[config.mk]
export PLATFORM = sky130hd
export DESIGN_NAME = alu_sequencer
export DESIGN_NICKNAME = d
export VERILOG_FILES = /design/src/rtl/alu_sequencer.sv
export SDC_FILE = /design/constraint.sdc
export NUM_CORES = 1
export LEC_CHECK = 0
export ABC_AREA = 0
export BUFFER_PORTS_ARGS = -buffer_cell sky130_fd_sc_hd__buf_2
export CAP_MARGIN = 20
export CORE_ASPECT_RATIO = 0.75
export CORE_MARGIN = 2
export CORE_UTILIZATION = 35
export DETAILED_ROUTE_END_ITERATION = 6
export GPL_ROUTABILITY_DRIVEN = 0
export GPL_TIMING_DRIVEN = 1
export SLEW_MARGIN = 10
export SYNTH_ARGS = -nofsm -noshare
export SYNTH_HDL_FRONTEND = slang
export SYNTH_SLANG_ARGS = --single-unit
[constraint.sdc]
create_clock -name i_clk -period 2.1 [get_ports i_clk]
set_input_delay 0.63 -clock i_clk [delete_from_list [all_inputs] [get_ports i_clk]]
set_output_delay 0.63 -clock i_clk [all_outputs]
set_load 0.02 [all_outputs]
[src/rtl/alu_sequencer.sv]
// alu_sequencer: multi-cycle controller for an external combinational 8-bit ALU.
//
// Accepts 8-bit instructions over a valid/ready handshake, keeps a 4 x 8-bit
// register file, drives the ALU operand/select ports from the registered
// instruction, captures the ALU result and either writes it back to the
// register file or emits it on the result port.
//
// Instruction word: [7:6] opcode, [5:4] rd, [3:2] rs, [1:0] rt / unary func.
//   00 ADD   : R[rd] = R[rs] + R[rt]
//   01 UNARY : R[rd] = f(R[rs]), f selected by func (pass, +1, -2, -1)
//   10 LDI   : R[rd] = {4'b0000, imm4}
//   11 OUT   : result = R[rs] (register file and zero flag untouched)
//
// Ports:
//   i_clk            system clock, all state updates on the rising edge
//   i_rst            synchronous active-high reset, overrides everything
//   i_instr          instruction word, sampled only on a handshake edge
//   i_instr_valid    i_instr holds a valid word
//   o_instr_ready    sequencer is idle and can accept an instruction
//   o_alu_src        0: two-operand add, 1: unary op selected by o_alu_in3
//   o_alu_op         high while the ALU result is being used (EXEC)
//   o_alu_in1        first ALU operand
//   o_alu_in2        second ALU operand
//   o_alu_in3        unary operation select
//   i_alu_out        combinational ALU result
//   o_result         last value emitted by an OUT instruction
//   o_result_valid   one-cycle pulse when o_result updates
//   o_zero           last register-file write was 8'h00
//
// Build option: define ALU_SEQ_FAST_EN to drop the WB state. Writeback then
// happens directly from i_alu_out on the EXEC exit edge, giving a 2-cycle
// issue period instead of 3.

module alu_sequencer (
  input  logic       i_clk,
  input  logic       i_rst,
  input  logic [7:0] i_instr,
  input  logic       i_instr_valid,
  output logic       o_instr_ready,
  output logic       o_alu_src,
  output logic       o_alu_op,
  output logic [7:0] o_alu_in1,
  output logic [7:0] o_alu_in2,
  output logic [1:0] o_alu_in3,
  input  logic [7:0] i_alu_out,
  output logic [7:0] o_result,
  output logic       o_result_valid,
  output logic       o_zero
);

  localparam logic [1:0] OpAdd   = 2'b00;
  localparam logic [1:0] OpUnary = 2'b01;
  localparam logic [1:0] OpLdi   = 2'b10;
  localparam logic [1:0] OpOut   = 2'b11;

  localparam logic [1:0] FuncPass = 2'b00;

  typedef enum logic [1:0] {
    StIdle = 2'b00,
    StExec = 2'b01,
    StWb   = 2'b10
  } state_e;

  state_e     r_state;
  logic [7:0] r_ir;
  logic [7:0] r_regs [4];
  logic [7:0] r_result;
  logic       r_result_valid;
  logic       r_zero;

  logic [1:0] w_opc;
  logic [1:0] w_rd;
  logic [1:0] w_rs;
  logic [1:0] w_rt;
  logic       w_wb_fire;
  logic [7:0] w_wb_data;

  assign w_opc = r_ir[7:6];
  assign w_rd  = r_ir[5:4];
  assign w_rs  = r_ir[3:2];
  assign w_rt  = r_ir[1:0];

`ifdef ALU_SEQ_FAST_EN
  // No WB state: the ALU result is committed straight from the ALU on the
  // edge that leaves EXEC.
  assign w_wb_fire = (r_state == StExec);
  assign w_wb_data = i_alu_out;
`else
  logic [7:0] r_wbdata;

  assign w_wb_fire = (r_state == StWb);
  assign w_wb_data = r_wbdata;
`endif

  assign o_instr_ready  = (r_state == StIdle);
  assign o_result       = r_result;
  assign o_result_valid = r_result_valid;
  assign o_zero         = r_zero;

  // ALU port decode. Only registered state feeds these, so there is no
  // combinational path from the instruction inputs to the ALU.
  always_comb begin
    o_alu_src = 1'b0;
    o_alu_op  = 1'b0;
    o_alu_in1 = 8'h00;
    o_alu_in2 = 8'h00;
    o_alu_in3 = 2'b00;
    if (r_state == StExec) begin
      o_alu_op = 1'b1;
      unique case (w_opc)
        OpAdd: begin
          o_alu_src = 1'b0;
          o_alu_in1 = r_regs[w_rs];
          o_alu_in2 = r_regs[w_rt];
        end
        OpUnary: begin
          o_alu_src = 1'b1;
          o_alu_in1 = r_regs[w_rs];
          o_alu_in3 = w_rt;
        end
        OpLdi: begin
          // Immediate goes through the ALU pass path so all writes share
          // the same result capture.
          o_alu_src = 1'b1;
          o_alu_in1 = {4'b0000, r_ir[3:0]};
          o_alu_in3 = FuncPass;
        end
        OpOut: begin
          o_alu_src = 1'b1;
          o_alu_in1 = r_regs[w_rs];
          o_alu_in3 = FuncPass;
        end
        default: begin
          o_alu_src = 1'b0;
        end
      endcase
    end
  end

  // Control FSM, register file and all registered outputs.
  always_ff @(posedge i_clk) begin
    if (i_rst) begin
      r_state        <= StIdle;
      r_ir           <= 8'h00;
`ifndef ALU_SEQ_FAST_EN
      r_wbdata       <= 8'h00;
`endif
      for (int i = 0; i < 4; i++) begin
        r_regs[i] <= 8'h00;
      end
      r_result       <= 8'h00;
      r_result_valid <= 1'b0;
      r_zero         <= 1'b0;
    end else begin
      r_result_valid <= 1'b0;

      unique case (r_state)
        StIdle: begin
          if (i_instr_valid) begin
            r_ir    <= i_instr;
            r_state <= StExec;
          end
        end
        StExec: begin
`ifdef ALU_SEQ_FAST_EN
          r_state <= StIdle;
`else
          r_wbdata <= i_alu_out;
          r_state  <= StWb;
`endif
        end
        StWb: begin
          r_state <= StIdle;
        end
        default: begin
          r_state <= StIdle;
        end
      endcase

      // Commit: OUT updates only the result port, everything else writes
      // the register file and refreshes the zero flag.
      if (w_wb_fire) begin
        if (w_opc == OpOut) begin
          r_result       <= w_wb_data;
          r_result_valid <= 1'b1;
        end else begin
          r_regs[w_rd] <= w_wb_data;
          r_zero       <= (w_wb_data == 8'h00);
        end
      end
    end
  end

endmodule

==> metrics.log, run 1 <==
INFO  metric outcome = finished, violations left
INFO  metric violations = negative setup slack
INFO  metric maxSlewViolCount = 0
INFO  metric finalCriticalPeriod = roughly 2.3 ns
INFO  metric cts.clk_slew.worst_paths = 0.06 ns
INFO  metric finalSetupViolations = 16
INFO  metric worst_path_max_delay_cell = sky130_fd_sc_hd__mux4_2
INFO  metric first_global_vias = 2144
INFO  metric num_vias = between 2000 and 2500
INFO  metric floorplan.initialDensity = about 36%
INFO  metric min_period_over_period = 109.8%
INFO  metric final_common_cell = sky130_fd_sc_hd__buf_2
INFO  metric drt_drc_violations_left = 0
INFO  metric num_rows = 29
INFO  metric fin_nets = 337
INFO  metric drt_iter0_markers = approximately 130
INFO  metric fin_ws = -0.2048 ns
INFO  metric cp_cell_sequence = buf_12, buf_4, mux4_2, and3_4, buf_6
INFO  metric power-per-cell-area = about 830 mW/mm2
INFO  metric drv_cap = 0
INFO  metric syn_nets = roughly 280
INFO  metric drt-total-wl = 6963 um
INFO  metric vdd_ir_drop_max = 507.9 uV
INFO  metric count_of_different_cell_masters_after_synthesis = 30
INFO  metric synthesis.area = 0.002980 mm2
INFO  metric numCtsBuffers = 9
INFO  metric grt.total_usage = 16.08%
INFO  metric cts_tree = built
INFO  metric relSlewSlack = 66.82%
INFO  metric antenna_found_initial = 0
INFO  metric dieHeight = ~84 um
INFO  metric syn_avg_cell_area = 11.60 um2
INFO  metric antenna-diode-count = 0
INFO  metric layout_common_cells = sky130_fd_sc_hd__buf_2, sky130_fd_sc_hd__nand2_1, sky130_fd_sc_hd__edfxtp_1, sky130_fd_sc_hd__dfxtp_1, sky130_fd_sc_hd__buf_4
INFO  metric tightestPinTransition = 0.4977 ns
INFO  metric dr.pass1.iters = 4
INFO  metric ys_ff_latch = 64
INFO  metric cts-hold-fix-buffers = 0
INFO  metric fp.dieArea = 0.009277 mm2
INFO  metric grt_overflow = 0
INFO  metric wire_per_inst = ~16 um
INFO  metric grt_start_max_net_pins = 36
INFO  metric share_of_the_yosys_chip_area_belonging_to_registers = 53.74%
INFO  metric worst-r2r-setup-slack = ~0.4 ns
INFO  metric ctsHtreeMaxLevel = 3
INFO  metric worst-endpoint-required = 1.47 ns
INFO  metric worstSetupPathType = reg -> out
INFO  metric grt_pass1_wl = 11550 um
INFO  metric boundaryPins = 50
INFO  metric buffers_from_clock_root_to_sink_at_most = 2
INFO  metric crit_fanout = 6
INFO  metric port_buffers = 49
INFO  metric root_buffer_master = sky130_fd_sc_hd__clkbuf_16
INFO  metric finish.cell_count_without_fillers = 431
INFO  metric post_route_cells_drive_above_1_share = 41.18%
INFO  metric post-place-cells = 410
INFO  metric worstSetupStartpointType = flop
INFO  metric core = roughly 0.0083 mm2
INFO  metric hold_path_class = reg -> reg
INFO  metric dieWidth = 110.6 um
INFO  metric syn_inst = between 200 and 300
INFO  metric worst_setup_path_end_kind = output port
INFO  metric cpPeakStageDelay = ~0.48 ns
INFO  metric clkSinkCount = 64
INFO  metric layout-area-overhead-vs-synth = 31.70%
INFO  metric antenna_violating_nets_post_route = 0
INFO  metric clock_skew = 0.007835 ns
INFO  metric leakage = 1.493 nW
INFO  metric critPathArrivalTime = approximately 1.7 ns
INFO  metric fin_util = 47.03%
INFO  metric fmaxAchievable = 433.9 MHz
INFO  metric clk-insertion-delay-late = 0.33 ns
INFO  metric hold_viol = 0
INFO  metric vias_per_cell = 4.979
INFO  metric grt_setup_unrepaired = yes
INFO  metric dp_hpwl = around 5200 um
INFO  metric synth-warning-count = 0
==> Yosys cell counts <==
master / instances / share of area [%]
sky130_fd_sc_hd__dfxtp_1: 32 / 21
sky130_fd_sc_hd__nor2_1: 17 / 2.1
sky130_fd_sc_hd__nand2b_1: 4 / 0.84
sky130_fd_sc_hd__clkinv_1: 1 / 0.13
sky130_fd_sc_hd__nand4_2: 1 / 0.42
sky130_fd_sc_hd__o41ai_1: 1 / 0.29
sky130_fd_sc_hd__nor3_2: 10 / 3.4
sky130_fd_sc_hd__nor4_4: 1 / 0.71
sky130_fd_sc_hd__inv_1: 10 / 1.3
sky130_fd_sc_hd__nor3b_1: 1 / 0.25
sky130_fd_sc_hd__and2b_1: 1 / 0.25
sky130_fd_sc_hd__o21ai_0: 3 / 0.50
sky130_fd_sc_hd__and4b_1: 3 / 1.0
sky130_fd_sc_hd__o31ai_1: 1 / 0.25
sky130_fd_sc_hd__nor4_1: 10 / 2.1
sky130_fd_sc_hd__nand4_1: 1 / 0.21
sky130_fd_sc_hd__mux2i_1: 12 / 4.0
sky130_fd_sc_hd__edfxtp_1: 32 / 32
sky130_fd_sc_hd__clkbuf_1: 8 / 1.0
sky130_fd_sc_hd__a21oi_1: 17 / 2.9
sky130_fd_sc_hd__mux4_2: 16 / 12
sky130_fd_sc_hd__nand2_1: 33 / 4.2
sky130_fd_sc_hd__buf_2: 9 / 1.5
sky130_fd_sc_hd__and2_4: 1 / 0.29
sky130_fd_sc_hd__and3_1: 12 / 2.5
sky130_fd_sc_hd__and2_1: 9 / 1.9
sky130_fd_sc_hd__inv_2: 1 / 0.13
sky130_fd_sc_hd__nor3_1: 6 / 1.0
sky130_fd_sc_hd__nand4b_1: 1 / 0.29
sky130_fd_sc_hd__buf_4: 3 / 0.76
==> layer usage <==
| metal | global-route usage [%] | up-vias | routed length [um] |
|---|---|---|---|
| met1 | 23.88 | 1017 | 3473 |
| met2 | 22.81 | 75 | 2958 |
| met5 | 0 | - | 0 |
| met3 | 5.156 | 4 | 494 |
| met4 | 3.750 | 0 | 37 |
| li1 | - | 1050 | - |
==> what timing repair did <==
| item | CTS | global route |
|---|---|---|
| pin swaps | 7 | 4 |
| cloned | 2 | 0 |
| setup endpoints to repair | 18 | 18 |
| buffers inserted | 0 | 3 |
| resized for setup | 35 | 11 |
==> worst paths after layout <==
kind                                    to  cells past startpoint                      from
hold reg to reg   o_result[3]$_SDFFE_PP0P_                      2  o_result[3]$_SDFFE_PP0P_
setup reg to reg    r_regs[3][5]$_DFFE_PP_                      4   r_state[0]$_SDFFE_PP0P_
hold / removal    o_result[3]$_SDFFE_PP0P_                      2  o_result[3]$_SDFFE_PP0P_
setup / recovery              o_alu_in1[7]                      5                      flop
==> final cells by class <==
type                            instances  area, um2
Clock inverter                          6      66.31
Timing Repair inverter                  2      15.01
Fill cell                             800       4420
Timing Repair Buffer                   68      496.7
Clock buffer                           10      250.2
Multi-Input combinational cell        161       1306
Tap cell                              108      135.1
Inverter                               12      47.55
Sequential cell                        64       1608
==> power by group <==
group	switching [mW]	internal (mW)
Combinational	0.169	0.161
Clock	0.536	0.991
Sequential	0.0490	1.36
==> registers in the layout, indices dropped and copies added, names as in the netlist, named ones only <==
signal / count
r_regs: 32
o_result: 8
r_ir: 8
r_wbdata: 8
r_state: 2
o_result_valid: 1
o_zero: 1
==> worst max-delay path, delay by kind of cell, from the launching register on <==
kind                   cells  cell delay [ns]
multiplexers               1             0.48
flip-flops                 1             0.37
buffers and inverters      3             0.34
AND/OR/NAND/NOR            1             0.16
==> metrics by stage <==
stage	power, mW	setup slack, ns	area (um2)	setup TNS, ns	hold WS, ns
after global routing	3.380	-0.2762	3925	-3.164	0.4731
after CTS	3.279	-0.1989	3866	-2.496	0.4577
after detailed placement	1.728	0.1084	3413	0	0.4435
final	3.266	-0.2048	3925	-2.270	0.4558
after global placement	1.719	0.1440	3413	0	0.4426
after floorplan	1.617	-0.06271	2980	-1.368	0.4656
==> kinds of logic (layout without fill, tap and decap cells) <==
kind of cell    count (synthesis)  after routing  share of synthesized area (%)
mux                            28             28                          16.12
flops                          64             64                          53.74
compound gates                 22             22                          3.904
buf+inv                        32             98                          4.786
simple gates                  111            111                          21.45
Note: power is estimated with default switching activity, not from simulation.
==> inputs of run 2 (changes only) <==
--- a/config.mk
+++ b/config.mk
@@ -14,6 +14,7 @@
 export DETAILED_ROUTE_END_ITERATION = 6
 export GPL_ROUTABILITY_DRIVEN = 0
 export GPL_TIMING_DRIVEN = 1
+export SKIP_CTS_REPAIR_TIMING = 1
 export SLEW_MARGIN = 10
 export SYNTH_ARGS = -nofsm -noshare
 export SYNTH_HDL_FRONTEND = slang
==> metrics.log, run 2 (synthesis results as in run 1) <==
INFO  metric outcome = finished, violations left
INFO  metric violations = negative setup slack
INFO  metric worst-endpoint-required = around 1.5 ns
INFO  metric wire_per_inst = about 16 um
INFO  metric dp_hpwl = roughly 5200 um
INFO  metric relSlewSlack = 61.68%
INFO  metric num_rows = 29
INFO  metric met3_usage = between 5 and 6%
INFO  metric vias_per_cell = 4.946
INFO  metric fmaxAchievable = 436.6 MHz
INFO  metric crit_path_end = o_alu_in1[6]
INFO  metric share_seq_of_total_power = between 40% and 50%
INFO  metric crit_fanout = 6
INFO  metric clockPowerShare = 47.0%
INFO  metric clock_skew = 0.008275 ns
INFO  metric post_route_cells_drive_above_1_share = 38.87%
INFO  metric reg_to_reg_critical_path_endpoint = r_regs[3][5]$_DFFE_PP_
INFO  metric grt.total_usage = about 16%
INFO  metric registers.top_by_ff_count = r_regs
INFO  metric ctsHtreeMaxLevel = 3
INFO  metric maxSlewViolCount = 0
INFO  metric antenna-diode-count = 0
INFO  metric drt_drc_violations_left = 0
INFO  metric vdd_ir_drop_max = between 500 and 600 uV
INFO  metric boundaryPins = 50
INFO  metric worst-r2r-cell-count = 4
INFO  metric p_switching = around 0.75 mW
INFO  metric detailed_place.area = 0.003413 mm2
INFO  metric cts.clk_slew.worst_paths = 0.06 ns
INFO  metric ff_latch_area = 0.001605 mm2
INFO  metric stdcell_area = 0.003837 mm2
INFO  metric layout-area-overhead-vs-synth = 28.76%
INFO  metric grt_setup_unrepaired = yes
INFO  metric num_vias = 2112
INFO  metric layout_common_cells = sky130_fd_sc_hd__buf_2, sky130_fd_sc_hd__nand2_1, sky130_fd_sc_hd__edfxtp_1, sky130_fd_sc_hd__dfxtp_1
INFO  metric clkSinkCount = 64
INFO  metric hold_path_class = reg -> reg
INFO  metric grt_most_used_layer = met1
INFO  metric floorplan.initialDensity = 35.71%
INFO  metric grt_pass1_wl = 11260 um
INFO  metric leakage = about 1.5 nW
INFO  metric finalSetupViolations = 16
INFO  metric port_buffers = 49
INFO  metric flip_flop_count_of_the_largest_register_all_copies_and_words_added = 32
INFO  metric final.fill_count = 812
INFO  metric buffers_from_clock_root_to_sink_at_most = 2
INFO  metric switching_share = 23.04%
INFO  metric finalCriticalPeriod = 2.291 ns
INFO  metric numCtsBuffers = 9
INFO  metric final_layout_worst_hold_slack = 0.4557 ns
INFO  metric drv_cap = 0
INFO  metric internal_power = about 2.5 mW
INFO  metric cts_tree = built
INFO  metric post_placement_worst_setup_slack = 0.1084 ns
INFO  metric grt_start_max_net_pins = 36
INFO  metric multiInputGateArea = 0.001284 mm2
INFO  metric drt_iter0_markers = 129
INFO  metric comb_power_share = 9.6%
INFO  metric dieHeight = 83.92 um
INFO  metric min_period_over_period = 109.1%
INFO  metric dr.pass1.iters = 4
INFO  metric antenna_found_initial = 0
INFO  metric fin_nets = between 300 and 400
INFO  metric first_global_vias = approximately 2100
INFO  metric core = 0.008346 mm2
INFO  metric fp.dieArea = 0.009277 mm2
INFO  metric fin_util = 45.98%
INFO  metric antenna_violating_nets_post_route = 0
INFO  metric worst_r2r_startpoint = r_state[0]$_SDFFE_PP0P_
INFO  metric drt-total-wl = a little under 7000 um
INFO  metric use_met1 = 23.08%
INFO  metric clk-insertion-delay-late = ~0.33 ns
INFO  metric final_common_cell = sky130_fd_sc_hd__buf_2
INFO  metric grt_overflow = 0
INFO  metric power-per-cell-area = ~850 mW/mm2
INFO  metric grtUsageMet2 = 21.97%
INFO  metric worst_setup_path_end_kind = output port
INFO  metric tightestPinTransition = 0.5727 ns
INFO  metric worstSetupStartpointType = flop
INFO  metric root_buffer_master = sky130_fd_sc_hd__clkbuf_16
INFO  metric worst-r2r-setup-slack = 0.40 ns
INFO  metric hold_viol = 0
INFO  metric fin_ws = -0.1906 ns
INFO  metric worstSetupPathType = reg -> out
INFO  metric dieWidth = 110.6 um
INFO  metric critPathArrivalTime = 1.66 ns
==> run 2: changes by cell type in the layout (fill, tap and decap cells not counted), moves of 2 or more <==
| cell | previous run | this run |
|---|---|---|
| sky130_fd_sc_hd__buf_2 | 35 | 39 |
| sky130_fd_sc_hd__and3_1 | 1 | 5 |
| sky130_fd_sc_hd__and3_4 | 11 | 7 |
| sky130_fd_sc_hd__clkinvlp_4 | 2 | 0 |
| sky130_fd_sc_hd__buf_6 | 13 | 7 |
==> run 2: layout make-up <==
class / count / area share, %
Tap cell: 108 / 3.521
Clock buffer: 10 / 6.521
Inverter: 12 / 1.304
Sequential cell: 64 / 41.83
Timing Repair Buffer: 65 / 11.51
Clock inverter: 6 / 1.728
Multi-Input combinational cell: 161 / 33.45
Timing Repair inverter: 1 / 0.1304
==> run 2: worst max-delay path, stage by stage, from the launching register on <==
cell	delay [ns]
sky130_fd_sc_hd__dfxtp_2	0.35
sky130_fd_sc_hd__buf_12	0.13
sky130_fd_sc_hd__mux4_2	0.50
sky130_fd_sc_hd__and3_1	0.20
sky130_fd_sc_hd__buf_2	0.15
==> run 2: worst min path at each step <==
stage | from | end | slack (ns) | cells past startpoint
2_1_floorplan | r_wbdata[0]$_SDFFE_PP0P_ | o_result[0]$_SDFFE_PP0P_ | 0.47 | 2
3_3_place_gp | o_result[0]$_SDFFE_PP0P_ | o_result[0]$_SDFFE_PP0P_ | 0.44 | 2
3_5_place_dp | o_result[6]$_SDFFE_PP0P_ | o_result[6]$_SDFFE_PP0P_ | 0.44 | 2
4_1_cts | o_result[3]$_SDFFE_PP0P_ | o_result[3]$_SDFFE_PP0P_ | 0.46 | 2
5_1_grt | o_result[6]$_SDFFE_PP0P_ | o_result[6]$_SDFFE_PP0P_ | 0.47 | 2
6_report | o_result[3]$_SDFFE_PP0P_ | o_result[3]$_SDFFE_PP0P_ | 0.46 | 2
==> run 2: routing by layer <==
layer	share of wire, %	wire [um]
met1	52	3588
met2	41	2830
met3	6.0	414
met4	0.25	17
met5	0	0
==> run 2: per-stage QoR <==
step	TNS, ns	cells	total power [mW]
floorplan	-1.368	257	1.617
global placement	0	410	1.719
detailed placement	0	410	1.728
CTS	-3.649	426	3.252
global route	-3.322	427	3.361
finish	-2.434	427	3.249
==> run 2: power by group through the flow <==
stage               Clock (mW)  Combinational, mW  Sequential [mW]
floorplan                    0              0.211             1.41
global placement             0              0.291             1.43
detailed placement           0              0.295             1.43
CTS                       1.55              0.296             1.41
global route              1.60              0.343             1.41
finish                    1.53              0.313             1.41
==> inputs of run 3 (changes only) <==
--- a/config.mk
+++ b/config.mk
@@ -6,12 +6,12 @@
 export NUM_CORES = 1
 export LEC_CHECK = 0
 export ABC_AREA = 0
-export BUFFER_PORTS_ARGS = -buffer_cell sky130_fd_sc_hd__buf_2
 export CAP_MARGIN = 20
 export CORE_ASPECT_RATIO = 0.75
 export CORE_MARGIN = 2
 export CORE_UTILIZATION = 35
 export DETAILED_ROUTE_END_ITERATION = 6
+export DONT_BUFFER_PORTS = 1
 export GPL_ROUTABILITY_DRIVEN = 0
 export GPL_TIMING_DRIVEN = 1
 export SKIP_CTS_REPAIR_TIMING = 1
==> metrics.log, run 3 (synthesis results as in run 1) <==
INFO  metric leakage = 1.190 nW
INFO  metric fin_total_pwr = 2.940 mW
INFO  metric setup-tns-final = -0.9422 ns
INFO  metric worst_setup_path_end_kind = output port
INFO  metric wire_per_inst = around 17 um
INFO  metric hold_viol = 0
INFO  metric fin_util = 41.71%
INFO  metric antenna-diode-count = 0
INFO  metric dp_hpwl = roughly 5000 um
INFO  metric cts.clk_slew.worst_paths = roughly 0.050 ns
INFO  metric dieWidth = 110.6 um
INFO  metric layout_common_cells = sky130_fd_sc_hd__nand2_1, sky130_fd_sc_hd__edfxtp_1, sky130_fd_sc_hd__dfxtp_1, sky130_fd_sc_hd__a21oi_1, sky130_fd_sc_hd__mux4_2
INFO  metric fin_nets = about 280
INFO  metric layout-area-overhead-vs-synth = 16.79%
INFO  metric num_vias = 1922
INFO  metric dr.pass1.iters = 4
INFO  metric grt_overflow = 0
INFO  metric boundaryPins = 50
INFO  metric clk-insertion-delay-late = 0.32 ns
INFO  metric fin_ws = -0.09890 ns
INFO  metric drv_cap = 0
INFO  metric worstSetupStartpointType = flop
INFO  metric flip_flop_count_of_the_largest_register_all_copies_and_words_added = 32
INFO  metric power-per-cell-area = 844.7 mW/mm2
INFO  metric relSlewSlack = roughly 66%
INFO  metric grt_pass1_wl = 10560 um
INFO  metric antenna_violating_nets_post_route = 0
INFO  metric clock_skew = 0.004892 ns
INFO  metric tightestPinTransition = 0.5117 ns
INFO  metric finalSetupViolations = 16
INFO  metric numCtsBuffers = 9
INFO  metric post_placement_worst_setup_slack = 0.1894 ns
INFO  metric post_route_cells_drive_above_1_share = between 20 and 30%
INFO  metric antenna_found_initial = 0
INFO  metric grt_start_max_net_pins = 38
INFO  metric dieHeight = 83.92 um
INFO  metric final.fill_count = 809
INFO  metric violations = negative setup slack
INFO  metric cts_tree = built
INFO  metric grt.total_usage = 14.92%
INFO  metric worstSetupPathType = reg -> out
INFO  metric clkSinkCount = 64
INFO  metric finalCriticalPeriod = 2.199 ns
INFO  metric outcome = finished, violations left
INFO  metric registers.top_by_ff_count = r_regs
INFO  metric fmaxAchievable = 454.8 MHz
INFO  metric core = approximately 0.0083 mm2
INFO  metric vdd_ir_drop_max = 488.0 uV
INFO  metric drt-total-wl = between 6000 and 7000 um
INFO  metric fp.dieArea = between 0.009 and 0.01 mm2
INFO  metric port_buffers = 0
INFO  metric grt_setup_unrepaired = yes
INFO  metric num_rows = 29
INFO  metric final_common_cell = sky130_fd_sc_hd__nand2_1
INFO  metric worst-endpoint-required = 1.47 ns
INFO  metric crit_fanout = 8
INFO  metric buffers_from_clock_root_to_sink_at_most = 2
INFO  metric first_global_vias = 1878
INFO  metric vias_per_cell = 5.125
INFO  metric maxSlewViolCount = 0
INFO  metric critPathArrivalTime = 1.57 ns
INFO  metric floorplan.initialDensity = between 30% and 40%
INFO  metric drt_iter0_markers = approximately 120
INFO  metric ctsHtreeMaxLevel = 3
INFO  metric drt_drc_violations_left = 0
INFO  metric root_buffer_master = sky130_fd_sc_hd__clkbuf_16
INFO  metric hold_path_class = in -> reg
INFO  metric min_period_over_period = 104.7%
## run 3: changes by cell type in the layout (fill, tap and decap cells not counted), sizes merged
cell and delta:
buf -51, bufinv -1, clkbuf +1, clkinv -1
## run 3: worst paths after layout
path         cells after the start                      from  slack [ns]                  endpoint
max                              4                      flop        -0.1              o_alu_in1[3]
min                              1                     i_rst        0.38  o_result[6]$_SDFFE_PP0P_
max reg2reg                      4      r_ir[7]$_SDFFE_PP0N_        0.50    r_regs[3][5]$_DFFE_PP_
min reg2reg                      2  r_wbdata[4]$_SDFFE_PP0P_        0.49  r_wbdata[4]$_SDFFE_PP0P_
## run 3: report_power, final
group	leakage, nW	internal, mW	switching (mW)
Combinational	0.467	0.121	0.140
Sequential	0.593	1.36	0.0523
Clock	0.130	0.784	0.482
Total	1.19	2.27	0.674
## run 3: routing by layer
| metal | up-vias | global-route usage (%) | routed length (um) |
|---|---|---|---|
| met1 | 914 | 22.84 | 3470 |
| met4 | 0 | 4.432 | 35 |
| met5 | - | 0 | 0 |
| li1 | 940 | - | - |
| met2 | 64 | 18.07 | 2522 |
| met3 | 4 | 7.117 | 520 |
## run 3: layout make-up
type / instances / area (um2) / share of cell area, %
sequential: 64 / 1607 / 46.15
multi-input combinational: 161 / 1299 / 37.31
clock buffer: 11 / 232.7 / 6.686
tap: 108 / 135.1 / 3.882
timing repair buffer: 14 / 133.9 / 3.846
inverter: 12 / 50.05 / 1.438
clock inverter: 5 / 23.77 / 0.6830
## run 3: through the flow
| stage | hold WS (ns) | cell area (um2) | std cells |
|---|---|---|---|
| after CTS | 0.3627 | 3410 | 375 |
| final | 0.3755 | 3481 | 375 |
| after global routing | 0.3501 | 3481 | 375 |
| after global placement | 0.4871 | 3153 | 359 |
| after detailed placement | 0.4901 | 3153 | 359 |
| after floorplan | 0.4656 | 2980 | 257 |
## run 3: worst max-delay path, cell delays in order (launching register included)
cell and delay, ns:
sky130_fd_sc_hd__dfxtp_2 0.33, sky130_fd_sc_hd__buf_12 0.13, sky130_fd_sc_hd__mux4_2 0.50, sky130_fd_sc_hd__mux2i_1 0.16, sky130_fd_sc_hd__nor2_1 0.13
